[src/rtl/epsilon_greedy_policy.sv]
// Epsilon-greedy action selector: sequential signed argmax over latched Q-values,
// with an LFSR coin flip that can replace the greedy choice by a random action.
module epsilon_greedy_policy #(
  parameter int unsigned NUM_ACTIONS = 4,
  parameter int unsigned Q_WIDTH     = 16,
  parameter logic [15:0] LFSR_SEED   = 16'hACE1
) (
  input  logic                           clk,
  input  logic                           rst_n,
  input  logic                           start_i,
  input  logic [15:0]                    epsilon_i,
  input  logic [NUM_ACTIONS*Q_WIDTH-1:0] q_values_i,
  output logic [NUM_ACTIONS-1:0]         action_o,
  output logic                           action_valid_o,
  output logic                           explored_o,
  output logic                           busy_o
);

  localparam int unsigned IDX_W     = (NUM_ACTIONS > 1) ? $clog2(NUM_ACTIONS) : 1;
  localparam int unsigned QV_W      = NUM_ACTIONS * Q_WIDTH;
  localparam logic [15:0] LFSR_TAPS = 16'hB400;

  typedef enum logic [1:0] {
    S_IDLE,
    S_SCAN,
    S_DECIDE
  } state_e;

  state_e                      state_q, state_d;
  logic [15:0]                 lfsr_q, lfsr_d;
  logic [QV_W-1:0]             q_reg_q, q_reg_d;
  logic [15:0]                 eps_q, eps_d;
  logic [15:0]                 rnd_q, rnd_d;
  logic signed [Q_WIDTH-1:0]   best_q_q, best_q_d;
  logic [IDX_W-1:0]            best_idx_q, best_idx_d;
  logic [IDX_W-1:0]            idx_q, idx_d;
  logic [NUM_ACTIONS-1:0]      action_q, action_d;
  logic                        valid_q, valid_d;
  logic                        explored_q, explored_d;
  logic                        busy_q, busy_d;

  logic signed [Q_WIDTH-1:0]   q_cur_c;
  logic                        explore_c;
  logic [IDX_W-1:0]            sel_c;

  assign q_cur_c = $signed(q_reg_q[idx_q*Q_WIDTH +: Q_WIDTH]);

  // Next-state and output logic
  always_comb begin
    state_d    = state_q;
    q_reg_d    = q_reg_q;
    eps_d      = eps_q;
    rnd_d      = rnd_q;
    best_q_d   = best_q_q;
    best_idx_d = best_idx_q;
    idx_d      = idx_q;
    action_d   = action_q;
    valid_d    = 1'b0;
    explored_d = explored_q;
    busy_d     = busy_q;
    explore_c  = 1'b0;
    sel_c      = '0;
    // Galois form, shifting right; runs regardless of FSM state
    lfsr_d     = {1'b0, lfsr_q[15:1]} ^ (lfsr_q[0] ? LFSR_TAPS : 16'h0000);

    case (state_q)
      S_IDLE: begin
        if (start_i) begin
          q_reg_d = q_values_i;
          eps_d   = epsilon_i;
          rnd_d   = lfsr_q;
          idx_d   = '0;
          busy_d  = 1'b1;
          state_d = S_SCAN;
        end
      end
      S_SCAN: begin
        // Strict compare keeps the lowest index on ties
        if ((idx_q == '0) || (q_cur_c > best_q_q)) begin
          best_q_d   = q_cur_c;
          best_idx_d = idx_q;
        end
        if (idx_q == IDX_W'(NUM_ACTIONS - 1)) begin
          state_d = S_DECIDE;
        end else begin
          idx_d = idx_q + IDX_W'(1);
        end
      end
      S_DECIDE: begin
        explore_c  = (rnd_q < eps_q);
        sel_c      = explore_c ? lfsr_q[IDX_W-1:0] : best_idx_q;
        action_d   = NUM_ACTIONS'(1) << sel_c;
        explored_d = explore_c;
        valid_d    = 1'b1;
        busy_d     = 1'b0;
        state_d    = S_IDLE;
      end
      default: begin
        busy_d  = 1'b0;
        state_d = S_IDLE;
      end
    endcase
  end

  always_ff @(posedge clk or negedge rst_n) begin
    if (!rst_n) begin
      state_q    <= S_IDLE;
      lfsr_q     <= LFSR_SEED;
      q_reg_q    <= '0;
      eps_q      <= '0;
      rnd_q      <= '0;
      best_q_q   <= '0;
      best_idx_q <= '0;
      idx_q      <= '0;
      action_q   <= '0;
      valid_q    <= 1'b0;
      explored_q <= 1'b0;
      busy_q     <= 1'b0;
    end else begin
      state_q    <= state_d;
      lfsr_q     <= lfsr_d;
      q_reg_q    <= q_reg_d;
      eps_q      <= eps_d;
      rnd_q      <= rnd_d;
      best_q_q   <= best_q_d;
      best_idx_q <= best_idx_d;
      idx_q      <= idx_d;
      action_q   <= action_d;
      valid_q    <= valid_d;
      explored_q <= explored_d;
      busy_q     <= busy_d;
    end
  end

  assign action_o       = action_q;
  assign action_valid_o = valid_q;
  assign explored_o     = explored_q;
  assign busy_o         = busy_q;

endmodule

[config.mk]
export PLATFORM = sky130hd
export DESIGN_NAME = epsilon_greedy_policy
export DESIGN_NICKNAME = d
export VERILOG_FILES = /design/src/rtl/epsilon_greedy_policy.sv
export SDC_FILE = /design/constraint.sdc
export NUM_CORES = 1
export LEC_CHECK = 0
export BUFFER_PORTS_ARGS = -buffer_cell sky130_fd_sc_hd__buf_2
export CORE_MARGIN = 2
export CORE_UTILIZATION = 60
export DETAILED_ROUTE_END_ITERATION = 10
export PLACE_DENSITY = 0.95
export SLEW_MARGIN = 10
export SYNTH_ARGS = -nofsm -noshare
export SYNTH_HDL_FRONTEND = slang
export SYNTH_SLANG_ARGS = --single-unit
[constraint.sdc]
create_clock -name clk -period 7.5 [get_ports clk]
set_clock_uncertainty 0.2 [all_clocks]
set_input_delay 1.125 -clock clk [delete_from_list [all_inputs] [get_ports clk]]
set_output_delay 1.125 -clock clk [all_outputs]
set_load 0.01 [all_outputs]
==> out/qor.yml <==
clock-sinks: 141
synth_xor_area_frac: 0.004111
path_cells: "mux4_2 > ha_1 > nand4_2 > nor3_2 > a31oi_1 > nand3_1 > nor3b_2 > buf_4 > mux2_2"
antenna_left: 0
setup_tns_ns: 0
io_pins: 90
path_depth: 9
die_x_um: 107.2
cts.path.max_buffers: 2
p_leak_uw: 0.003642
fillers: 592
synth_area_um2: 6391
dieArea_um2: 11490
worst_ir_drop_vdd_v: 0.0002276
cp-endpoint: "best_q_q[1]"
grt_pass1_vias: 4452
async_reset_ff_frac: 1.000
synth-seq-cells: 141
slowest_delay_ns: 0.79
grt.total_usage: 0.2514
place_area_um2: 6947
path_buf_inv: 1
ys_warn_count: 0
outcome: "finished clean"
area_growth_pct: 18.36
hold_class: "flop to flop"
period_needed_ns: 4.318
r2r_end: "best_q_q[1]"
cap_violations: 0
wl_per_cell_um: 18.53
clkTransAtPathRegs_ns: 0.06
crit_path_top_delay_cell: "dfrtp_2"
fin_crit_sh: 0.5757
path_class: "flop to flop"
rsz0062_at_grt: "false"
netlist_instances: 467
synthTopCellsByArea: "dfrtp_1 (52%), mux2_2 (16%), ha_1 (6.5%), mux4_2 (5.6%), dfstp_2 (3.3%)"
cts_tree: "built"
dieHeight_um: 107.2
yosysSeqAreaShare: 0.5536
p_per_area_nw_per_um2: 464.2
grt_first_pass_wirelength_um: 21670
synth_nets: 583
routed_wl_um: 13100
synth-edff-count: 0
synth_area_leader_cell: "dfrtp_1"
crit_family: "simple AND/OR/NAND/NOR gates"
synth_top_family_by_area: "multiplexers"
worstSkewPairLatency_ns: 0.54
final-hold-violation-count: 0
cts_buffers: 17
r2r_slack_ns: 3.18
synth_compound_area_frac: 0.05110
post-cts-setup-buffers: 0
relSlewSlack: 0.4042
timing.final.ws_setup_ns: 3.182
r2r-start: "idx_q[0]"
final_nets: 674
startpoint_type: "flop"
cts-resized-gates: 0
critPathArrivalTime_ns: 4.54
grt_max_degree: 82
tightest_slew_ns: 0.8897
ys_types: 43
io_buffers: 89
instances_no_fill: 707
cts_max_level: 4
syn_avg_cell_area_um2: 13.69
first_pass_iters: 4
num_vias: 4021
drc: 0
synth_fa_ha_area_frac: 0.06460
synthSimpleGateAreaFrac: 0.05090
core_area_um2: 10320
gp_congestion: 0.8342
place_hpwl_um: 8798
cts_hold_buf: 0
crit_path_max_fanout: 22
synth.area.mux_share: 0.2367
row_count: 37
drive_above_1_share: 0.4413
crit_path_end_kind: "flop"
antenna_found_initial: 0
dp_slack_ns: 2.922
start_util: 0.6191
rr_worst_depth: 9
worstPathRequired_ns: 7.72
grt.overflow.total: 0
diodes: 0
first_iter_violations: 241
placed_cells: 675
setup_viol: 0
synth_ff_type: "dfrtp_1"
slew_violations: 0
synth_top_cell_area_share: 0.5208
vias_per_cell: 5.687
fmax_mhz: 231.6
fin_area_um2: 7565
startpoint: "idx_q[0]"
ctsRootBufferMaster: "clkbuf_8"
[sequential cells by signal, indices dropped and copies added (netlist names), 2 cells and up]
signal,cells
action_o,4
state_q,2
q_reg_q,64
idx_q,2
eps_q,16
best_idx_q,2
lfsr_q,16
rnd_q,16
best_q_q,16
[metal layers]
layer | global-route usage | wire (um) | vias up | share of wire
li1 | - | - | 1838 | -
met1 | 0.3055 | 5448 | 2040 | 0.42
met2 | 0.4150 | 6638 | 107 | 0.51
met3 | 0.06991 | 574 | 36 | 0.044
met4 | 0.1224 | 439 | 0 | 0.034
met5 | 0 | 0 | - | 0
[power breakdown]
group	internal [uW]	total, uW	switching [uW]	leakage (uW)
sequential	1060	1260	198	0.00172
clock	558	869	312	0.000287
combinational	755	1390	631	0.00163
total	2370	3510	1140	0.00364
[cells in the mapped netlist (2+ instances only)]
cell        n
nor3_1      3
nor2_1     10
mux4_2     16
inv_1      40
nand2_1    26
nand4_1     3
dfrtp_1   133
buf_6       2
nand3_1     5
mux2_2     89
mux2_4     10
nand3b_1    3
dfstp_2     8
and3_1      2
o211ai_1    5
nand4b_1    2
o21ai_0    18
ha_1       33
xor2_1      3
buf_1       3
clkbuf_1    8
nand2b_1    2
buf_2       7
a21o_1      8
a21oi_1    10
[per-stage QoR]
step	util	power, uW	hold WS [ns]
after floorplan	-	2290	0.1486
after global placement	0.6729	2479	0.1535
after detailed placement	0.6729	2601	0.1570
after CTS	0.7326	3521	0.1660
after global routing	0.7328	3715	0.1675
final	0.7328	3512	0.1638
[kinds of logic (layout without fill, tap and decap cells)]
logic type      after synthesis  in the layout
xor+xnor                      3              3
flops                       141            141
fa+ha+maj                    33             33
buf+inv                      60            164
simple gates                 64             64
compound gates               51             51
mux                         115            115
[worst reg2reg max path: stages, from the launching register on]
cell,delay [ns]
dfrtp_2,0.79
mux4_2,0.61
ha_1,0.41
nand4_2,0.14
nor3_2,0.26
a31oi_1,0.19
nand3_1,0.13
nor3b_2,0.73
buf_4,0.36
mux2_2,0.37
[worst min-delay path by stage]
stage	start	to	depth (start not counted)
floorplan	lfsr_q[2]	lfsr_q[1]	0
global route	lfsr_q[6]	lfsr_q[5]	0
finish	lfsr_q[6]	lfsr_q[5]	0
CTS	lfsr_q[6]	lfsr_q[5]	0
global placement	lfsr_q[3]	lfsr_q[2]	0
detailed placement	lfsr_q[6]	lfsr_q[5]	0
[cells in the final DEF, fill, tap and decap left out, drive strengths merged, types with 2 or more instances in the layout]
cell type  synthesis  layout
ha                33      33
clkinv             0       2
o21ai             18      18
clkbuf             8      22
mux2              99      99
dfrtp            133     133
nand2b             2       2
o211ai             5       5
xor2               3       3
a21oi             10      10
a21o               8       8
nand3b             3       3
nand4              4       4
buf               12      92
dfstp              8       8
and3               2       2
clkinvlp           0       4
mux4              16      16
o31ai              2       2
nor2              10      10
inv               40      40
bufinv             0       4
nand3              5       5
nand2             26      26
nand4b             2       2
nor3               4       4
[layout make-up]
| class | instances | area, um^2 | area share |
|---|---|---|---|
| clock buffer | 22 | 452.9 | 0.05987 |
| clock inverter | 10 | 163.9 | 0.02167 |
| inverter | 40 | 150.1 | 0.01985 |
| tap | 136 | 170.2 | 0.02249 |
| sequential | 141 | 3540 | 0.4679 |
| multi-input combinational | 266 | 2614 | 0.3455 |
| timing repair buffer | 92 | 474.2 | 0.06269 |
(Power assumes the default switching activity.)
